`config.mk`:
```
export PLATFORM = sky130hd
export DESIGN_NAME = reg_skid_buf_rst_y
export DESIGN_NICKNAME = d
export VERILOG_FILES = /design/src/rtl/reg_skid_buf_rst_y.sv
export SDC_FILE = /design/constraint.sdc
export NUM_CORES = 1
export LEC_CHECK = 0
export ABC_AREA = 1
export BUFFER_PORTS_ARGS = -buffer_cell sky130_fd_sc_hd__buf_4
export CORE_MARGIN = 2
export CORE_UTILIZATION = 54
export DETAILED_ROUTE_END_ITERATION = 10
export GPL_TIMING_DRIVEN = 0
export PLACE_DENSITY = 0.85
export SYNTH_ARGS = -nofsm -noshare
export SYNTH_HDL_FRONTEND = slang
export SYNTH_SLANG_ARGS = --single-unit
```
`constraint.sdc`:
```
create_clock -name i_clk -period 1.45 [get_ports i_clk]
set_input_delay 0 -clock i_clk [delete_from_list [all_inputs] [get_ports i_clk]]
set_output_delay 0 -clock i_clk [all_outputs]
set_load 0.005 [all_outputs]
```
`src/rtl/reg_skid_buf_rst_y.sv`:
```
// Two-entry skid buffer cutting the ready path between pipeline stages.
// Latency: 1 cycle from input acceptance to o_valid/o_data; 1 word/cycle sustained.
// Backpressure: o_ready is registered-state only, so one extra word lands in r_skid after i_ready drops.
module reg_skid_buf_rst_y #(
    parameter int DATA_WIDTH = 32
) (
    input  logic                  i_clk,
    input  logic                  i_rst,
    input  logic                  i_valid,
    input  logic [DATA_WIDTH-1:0] i_data,
    output logic                  o_ready,
    output logic                  o_valid,
    output logic [DATA_WIDTH-1:0] o_data,
    input  logic                  i_ready,
    output logic [1:0]            o_count
);

    typedef enum logic [1:0] {
        EMPTY = 2'd0,
        BUSY  = 2'd1,
        FULL  = 2'd2
    } state_t;

    state_t                state, state_nxt;
    logic [DATA_WIDTH-1:0] r_main, r_main_nxt;
    logic [DATA_WIDTH-1:0] r_skid, r_skid_nxt;
    logic                  in_xfer;
    logic                  out_xfer;

    assign o_valid  = (state != EMPTY);
    assign o_ready  = (state != FULL) && !i_rst;
    assign o_data   = r_main;
    assign in_xfer  = i_valid && o_ready;
    assign out_xfer = o_valid && i_ready;

    always_comb begin
        case (state)
            BUSY:    o_count = 2'd1;
            FULL:    o_count = 2'd2;
            default: o_count = 2'd0;
        endcase
    end

    always_comb begin
        state_nxt  = state;
        r_main_nxt = r_main;
        r_skid_nxt = r_skid;
        case (state)
            EMPTY: begin
                if (in_xfer) begin
                    r_main_nxt = i_data;
                    state_nxt  = BUSY;
                end
            end
            BUSY: begin
                if (in_xfer && out_xfer) begin
                    r_main_nxt = i_data;
                end else if (in_xfer) begin
                    // Consumer stalled: park the word so o_ready can fall next cycle.
                    r_skid_nxt = i_data;
                    state_nxt  = FULL;
                end else if (out_xfer) begin
                    state_nxt  = EMPTY;
                end
            end
            FULL: begin
                if (out_xfer) begin
                    r_main_nxt = r_skid;
                    state_nxt  = BUSY;
                end
            end
            default: state_nxt = EMPTY;
        endcase
    end

    always_ff @(posedge i_clk) begin
        if (i_rst) begin
            state  <= EMPTY;
            r_main <= '0;
            r_skid <= '0;
        end else begin
            state  <= state_nxt;
            r_main <= r_main_nxt;
            r_skid <= r_skid_nxt;
        end
    end

endmodule

```
# [Word level (Yosys, flattened, before mapping)]
# Cells that the tools add are included.
[totals] latchBits=0 inputBits=36 out_inout_bits=36 word_cells=34 memories=0 ff_bits=66 mem_bits_rw=0 romBits=0
[op_classes] shifts=0 n_eq_ne=8 div=0 n_reduce_logical=11 n_addsub=0 n_mux=11 n_mul=0 bitwise_logic=1 order_cmp=0
[ops] cell="2-to-1 mux 32 bit" n=3
[ops] cell="one-hot mux 32 bit (3 select lines)" n=1
[ops] cell="2-to-1 mux 2 bit" n=5
[ops] cell="inequality test 2 bit (second input constant)" n=5
[ops] cell="AND reduction 4 bit" n=2
[ops] cell="one-hot mux 2 bit (3 select lines)" n=1
[ops] cell="logical AND 1 bit" n=4
[ops] cell="one-hot mux 2 bit (2 select lines)" n=1
[ops] cell="inequality test 3 bit (second input constant)" n=1
[ops] cell="AND reduction 3 bit" n=1
[ops] cell="nonzero test 3 bit" n=1
[ops] cell="equality test 2 x 1 -> 1 bit (second input constant)" n=1
[ops] cell="equality test 2 bit (second input constant)" n=1
[ops] cell="logical NOT 2 bit" n=1
[ops] cell="nonzero test 2 bit" n=1
[ops] cell="logical NOT 1 bit" n=1
[ops] cell="NOT 1 bit" n=1

# [Logic depth before layout (Yosys ltp)]
# Gate-level depths: netlist (run 1).
[depth] word_depth=6 ltp_mapped=9 ltp_nobuf=8

# [Worst setup path after synthesis (run 1)]
# Ideal clock, no wire load.
[synth_timing] path_kind="register -> register" start="reg state[1]" end="reg r_main[13] (netlist: o_data[13])" path_stages_with_launch=9 required_ns=1.335 path_slack_ns=0.205 synth_period_minus_slack_ns=1.245 t_arrival_ns=1.130 cell_sequence="dfxtp_1 buf_6 nor2_1 inv_2 nand2_1 clkbuf_1 nand3_1 nand2_1 nor2_1"
[synth_between] word_cells_on_any_way=15
[synth_rtl] element="from (decl)" line_no="24" rtl="state_t state, state_nxt;"
[synth_rtl] element="from (signal assigned)" line_no="82" rtl="state <= state_nxt;"
[synth_rtl] element="nonzero test 2 bit *" line_no="30" rtl="assign o_valid = (state != EMPTY);"
[synth_rtl] element="via o_valid" line_no="12" rtl="output logic o_valid,"
[synth_rtl] element="logical AND 1 bit *" line_no="34" rtl="assign out_xfer = o_valid && i_ready;"
[synth_rtl] element="logical AND 1 bit" line_no="56" rtl="if (in_xfer && out_xfer) begin"
[synth_rtl] element="inequality test 2 bit (no source line)"
[synth_rtl] element="AND reduction 4 bit (no source line) *"
[synth_rtl] element="to (signal assigned)" line_no="83" rtl="r_main <= r_main_nxt;"
[synth_rtl] element="to (decl)" line_no="25" rtl="logic [DATA_WIDTH-1:0] r_main, r_main_nxt;"
# Mark *: on every way through the listed nets, which the timed path passes. The rest lies on a longest branch.
# A chain may end at the register's enable or synchronous reset.

# [Worst setup path in the final report (run 1)]
[layout_timing] start="reg state[1]" end="reg r_skid[6]"
[layout_between] elab_chain_len=6 word_cells_on_any_way=9
[layout_rtl] element="inequality test 2 bit" line_no="31" rtl="assign o_ready = (state != FULL) && !i_rst;"
[layout_rtl] element="logical AND 1 bit" line_no="31"
[layout_rtl] element="logical AND 1 bit" line_no="33" rtl="assign in_xfer = i_valid && o_ready;"
[layout_rtl] element="logical AND 1 bit" line_no="56"
[layout_rtl] element="NOT 1 bit (no source line)"
[layout_rtl] element="AND reduction 3 bit (no source line) *"
[layout_rtl] element="to (signal assigned)" line_no="84" rtl="r_skid <= r_skid_nxt;"
[layout_rtl] element="to (decl)" line_no="26" rtl="logic [DATA_WIDTH-1:0] r_skid, r_skid_nxt;"
# Every way passes the cells marked *; elsewhere a longest branch is shown, timed or not.

==> results of run 1 <==
## flip-flops by register name, summed over array words and instances (netlist names)
name    count
state       2
r_skid     32
o_data     32
## cell families (layout without fill, tap and decap cells)
kind of cell / Yosys count / count (layout) / share of synthesized area
simple gates: 271 / 272 / 0.3690
compound gates: 66 / 66 / 0.1037
buf+inv: 78 / 208 / 0.1124
flops: 66 / 66 / 0.4149
## worst register-to-register path: cells and delay by family, from the launching register on
family | cells | cell delay (ns)
compound gates | 1 | 0.11
buf+inv | 3 | 0.51
flops | 1 | 0.34
simple gates | 4 | 0.53
## cell type report
cell class	count	area [sq um]	share of cell area
multi-input cells	338	1574	0.3441
clock inverters	1	30.03	0.006565
inverters	39	148.9	0.03255
well taps	72	90.09	0.01969
flip-flops and latches	66	1324	0.2894
plain buffers	39	261.5	0.05717
clock buffers	14	192.7	0.04212
repair buffers	115	953.4	0.2084
## power breakdown
| group | switching [uW] | internal [uW] |
|---|---|---|
| Sequential | 58.1 | 1910 |
| Combinational | 449 | 395 |
| Clock | 704 | 1020 |
| Total | 1210 | 3330 |
## synth_stat cells
cell and instances:
dfxtp_1 66, nand3_1 65, nor2_1 68, nor3_1 32
buf_2 13, nand2_1 100, nand2_2 2, a21oi_1 34
nand2_4 1, buf_6 4, nand3_4 1, clkbuf_1 11
nor2_4 1, buf_4 5, o21ai_1 29, inv_1 37
o21ai_0 3, nor2_2 1, buf_1 6, inv_2 2
## layout by cell type (no fill, tap or decap), types with 3 or more instances in the layout
cell	synthesis	layout
inv_1	37	37
nor3_1	32	28
dfxtp_1	66	64
buf_2	13	12
buf_6	4	8
nand3_1	65	65
clkbuf_8	0	14
o21ai_1	29	25
dlygate4sd3_1	0	34
nor2_2	1	3
clkbuf_1	11	3
o21ai_2	0	4
nor2_1	68	67
clkbuf_4	0	6
buf_4	5	80
nand2_1	100	99
nor3_2	0	4
o21ai_0	3	3
a21oi_1	34	33
clkbuf_2	0	8
## metal layers
metal	part of all wire	wire (um)	up-vias
li1	-	-	1801
met1	0.38	4204	1715
met2	0.47	5175	316
met3	0.11	1178	77
met4	0.046	510	0
met5	0	0	-
## metrics by stage
step,util,setup TNS [ns],hold WS [ns]
global route,0.8157,-2.001,0.06372
detailed placement,0.6789,0,0.1831
floorplan,-,0,0.03110
global placement,0.6789,0,0.1827
finish,0.8157,-0.5888,0.02761
CTS,0.7796,-0.0001674,0.03266
## final timing paths
| path | startpoint | end | slack [ns] |
|---|---|---|---|
| worst max-delay path | state[1]$_SDFFE_PP0P_ | r_skid[6]$_SDFFE_PP0P_ | -0.11 |
| worst min-delay path | i_valid | state[0]$_SDFFE_PP0P_ | 0.03 |
| worst max register to register | state[1]$_SDFFE_PP0P_ | r_skid[6]$_SDFFE_PP0P_ | -0.11 |
| worst min register to register | o_data[20]$_SDFFE_PP0P_ | o_data[20]$_SDFFE_PP0P_ | 0.49 |
## timing repair
action / in CTS / in global routing
endpoints found under the setup margin: 2 / 65
hold endpoints to repair: 33 / 0
pin swaps: 0 / 8
cloned: 0 / 5
gates resized for setup: 1 / 56
hold buffers: 34 / 0
buffers inserted: 0 / 6
==> flow_summary.json, run 1 <==
{
  "outcome": "complete, but fails checks",
  "violations": "setup timing",
  "clk_path_buf_depth": 2,
  "maxCapViolCount": 0,
  "synth_top_area_cell": "dfxtp_1",
  "avgSynthCellArea_sq_um": 6.620,
  "setup_viol": 14,
  "use_met1": 0.3978,
  "path_buf_inv": 3,
  "power.leakage_uw": 0.002289,
  "synth.cell_area_sq_um": 3184,
  "netlist_instances": 481,
  "grt_busiest_layer": "met2",
  "worst-r2r-cell-count": 8,
  "drtPass1Iterations": 6,
  "ir_drop_mv": 0.6811,
  "use_met2": 0.4558,
  "finalCriticalPeriod_ns": 1.560,
  "stdcell_count": 684,
  "cp.required_ns": 1.73,
  "post-route-period-util": 1.076,
  "relSlewSlack": 0.6535,
  "fp.dieArea_sq_um": 6527,
  "met3_usage": 0.05556,
  "core-area_sq_um": 5608,
  "cp_cell_sequence": "buf_6, nand2_8, nand3_4, buf_12, nor2_4, buf_2, o21ai_1, nor2_1",
  "yosysSeqAreaShare": 0.4149,
  "die_w_um": 80.79,
  "postRouteAntennaNets": 0,
  "gp_congestion": 0.8548,
  "htreeDepth": 3,
  "nFillCells": 374,
  "fin_ws_ns": -0.1096,
  "grt_max_degree": 11,
  "crit_path_top_delay_cell": "dfxtp_2",
  "dp_hpwl_um": 5877,
  "crit_path_end_kind": "flop",
  "cts_root_buf": "clkbuf_8",
  "drv_slew": 0,
  "ys_seq_elements": 66,
  "skew_ns": 0.01380,
  "area_delta_synth_final_pct": 43.65,
  "clkLatencyLatePin_ns": 0.35,
  "cts_tree": "done",
  "antenna_found_initial": 0,
  "grt_pass1_vias": 3227,
  "final_layout_size_suffix_gt1_frac": 0.2484,
  "dp_cells": 624,
  "clkSlewWorstSetupHoldPaths_ns": 0.07,
  "worst_slew_pin_slew_ns": 0.5198,
  "hold_violations": 0,
  "critical_path_class": "reg2reg",
  "timing.fmax_ghz": 0.6412,
  "drc_errors": 0,
  "routed-via-count": 3909,
  "power_density_nw_per_um2": 991.7,
  "ys_warn_count": 0,
  "crit_family": "simple AND/OR/NAND/NOR gates",
  "clkSinkCount": 66,
  "postRouteWirelength_um": 11070,
  "start_util": 0.5678,
  "vias_per_cell": 5.715,
  "grt-ovfl-total": 0,
  "cts_buffers": 9,
  "place_area_sq_um": 3807,
  "crit_path_max_fanout": 7,
  "rsz0062_at_grt": "yes",
  "grt_first_pass_wirelength_um": 14860,
  "crit_cells": 8,
  "die_y_um": 80.79,
  "critical-path-max-stage-delay_ns": 0.34,
  "n_antenna_cell": 0,
  "hold_path_depth": 4,
  "syn_nets": 517,
  "pre_cts_ws_ns": 0.01165,
  "portBuffers": 71,
  "total_power_uw": 4536,
  "ios": 72,
  "yosys-top-cells-area": "dfxtp_1, nand2_1, nand3_1",
  "synth_top_area_frac": 0.4149,
  "rows": 27,
  "initialDrtViolationCount": 315,
  "avgRoutedWirePerCell_um": 16.18,
  "postLayoutCellArea_sq_um": 4574,
  "synth.distinct_cells": 20,
  "cp.arrival_ns": 1.84,
  "crit_path_start_kind": "flop",
  "layout.nets": 644,
  "hold_path.class": "in2reg",
  "globalRouteTotalUtil": 0.2920
}
Power figures use the tool's default switching activity.
==> run 2: changes to the inputs <==
--- a/config.mk
+++ b/config.mk
@@ -10,6 +10,6 @@
 export CORE_MARGIN = 2
-export CORE_UTILIZATION = 54
+export CORE_UTILIZATION = 38
 export DETAILED_ROUTE_END_ITERATION = 10
 export GPL_TIMING_DRIVEN = 0
-export PLACE_DENSITY = 0.85
+export PLACE_DENSITY = 0.65
 export SYNTH_ARGS = -nofsm -noshare
==> constraint.sdc (replaced) <==
create_clock -name i_clk -period 1.45 [get_ports i_clk]
set_input_delay 0.145 -clock i_clk [delete_from_list [all_inputs] [get_ports i_clk]]
set_output_delay 0.145 -clock i_clk [all_outputs]
set_load 0.005 [all_outputs]
==> flow_summary.json, run 2 (same netlist as run 1, synthesis figures left out) <==
{
  "htreeDepth": 3,
  "cts_buffers": 9,
  "outcome": "complete, no violations",
  "setup_viol": 0,
  "dp_cells": 657,
  "start_util": 0.3895,
  "ios": 72,
  "nFillCells": 816,
  "gp_congestion": 0.8082,
  "postRouteAntennaNets": 0,
  "fin_ws_ns": 0.04473,
  "critical_path_class": "reg2reg",
  "rows": 33,
  "vias_per_cell": 4.727,
  "fp.dieArea_sq_um": 9128,
  "clkSlewWorstSetupHoldPaths_ns": 0.07,
  "n_antenna_cell": 0,
  "layout.nets": 610,
  "grt_max_degree": 12,
  "routed-via-count": 3233,
  "die_y_um": 95.54,
  "stdcell_count": 684,
  "cp.required_ns": 1.73,
  "tns_ns": 0,
  "crit_path_max_fanout": 7,
  "cp.arrival_ns": 1.68,
  "utilization": 0.5202,
  "drc_errors": 0,
  "cts_tree": "done",
  "clkSinkCount": 66,
  "drv_slew": 0,
  "power_density_nw_per_um2": 1028,
  "worst_slew_pin_slew_ns": 0.4857,
  "layout_commonest_cell": "nand2_1",
  "crit_path_start_kind": "flop",
  "clkLatencyLatePin_ns": 0.34,
  "pre_cts_ws_ns": 0.006359,
  "area_delta_synth_final_pct": 33.56,
  "dp_hpwl_um": 6132,
  "drtPass1Iterations": 4,
  "power.leakage_uw": 0.002125,
  "grt-ovfl-total": 0,
  "rsz0062_at_grt": "yes",
  "initialDrtViolationCount": 179,
  "portBuffers": 71,
  "clk_path_buf_depth": 2,
  "post-route-period-util": 0.9692,
  "crit_path_end_kind": "flop",
  "grt_first_pass_wirelength_um": 13860,
  "final_cell_mix": "nand2_1, buf_4, nor2_1",
  "hold_violations": 0,
  "hold_path.class": "in2reg",
  "ir_drop_mv": 0.4172,
  "core-area_sq_um": 8175,
  "die_w_um": 95.54,
  "cts_root_buf": "clkbuf_8",
  "avgRoutedWirePerCell_um": 12.75,
  "final_layout_size_suffix_gt1_frac": 0.2556,
  "relSlewSlack": 0.6762,
  "maxCapViolCount": 0,
  "globalRouteTotalUtil": 0.1952,
  "grt_pass1_vias": 2925,
  "timing.fmax_ghz": 0.7116,
  "skew_ns": 0.008216,
  "finalCriticalPeriod_ns": 1.405,
  "postRouteWirelength_um": 8721,
  "antenna_found_initial": 0,
  "total_power_uw": 4370
}
[run 2: cell count changes in the layout (fill, tap and decap cells not counted), sizes merged]
| cell | previous run | this run |
|---|---|---|
| dlygate4sd3 | 34 | 1 |
| clkbuf | 31 | 29 |
| clkinvlp | 0 | 2 |
[run 2: metal layers]
| metal | GRT usage | routed length (um) |
|---|---|---|
| met4 | 0.07024 | 123 |
| met2 | 0.2960 | 3995 |
| met3 | 0.03636 | 378 |
| met5 | 0 | 0 |
| met1 | 0.2755 | 4222 |
[run 2: where the power goes]
| part | switching, uW | leakage [uW] | internal, uW | total (uW) |
|---|---|---|---|---|
| combinational | 390 | 0.00148 | 329 | 719 |
| sequential | 53.6 | 0.000540 | 1910 | 1960 |
| clock | 706 | 0.000108 | 982 | 1690 |
| total | 1150 | 0.00213 | 3220 | 4370 |
[run 2: worst max-delay path: stages (launching register included)]
cell and delay [ns]:
dfxtp_2 0.33, buf_6 0.14, nor2_2 0.19, nand2_4 0.11, nor2_4 0.21, buf_4 0.19
o21ai_1 0.06, nor2_1 0.11
[run 2: through the flow]
stage          hold WS (ns)  instance area [sq um]
2_1_floorplan        0.2174                   3184
3_3_place_gp         0.3325                   3849
3_5_place_dp         0.3383                   3849
4_1_cts             0.02892                   4099
5_1_grt             0.04457                   4253
6_report            0.03572                   4253
[run 2: path summary, 6_finish.rpt]
path / depth (start not counted) / slack (ns) / start / endpoint
setup / recovery: 7 / 0.04 / state[1]$_SDFFE_PP0P_ / r_skid[10]$_SDFFE_PP0P_
hold / removal: 3 / 0.04 / i_data[18] / r_skid[18]$_SDFFE_PP0P_
setup reg to reg: 7 / 0.04 / state[1]$_SDFFE_PP0P_ / r_skid[10]$_SDFFE_PP0P_
hold reg to reg: 2 / 0.49 / o_data[4]$_SDFFE_PP0P_ / o_data[4]$_SDFFE_PP0P_
[run 2: what timing repair did]
| item | 4_1_cts | 5_1_grt |
|---|---|---|
| hold endpoints to repair | 1 | 0 |
| hold buffers | 1 | 0 |
| cloned | 0 | 6 |
| gates resized for setup | 5 | 41 |
| pin swaps | 0 | 7 |
| setup endpoints to repair | 9 | 63 |
| buffers inserted | 1 | 3 |
[run 2: final cells by class]
cell class,instances,area [sq um],share of cell area
Clock buffer,13,178.9,0.04207
Tap cell,105,131.4,0.03089
Sequential cell,66,1326,0.3119
Buffer,39,246.5,0.05796
Clock inverter,3,45.04,0.01059
Inverter,39,148.9,0.03501
Timing Repair Buffer,81,609.3,0.1433
Multi-Input combinational cell,338,1567,0.3683
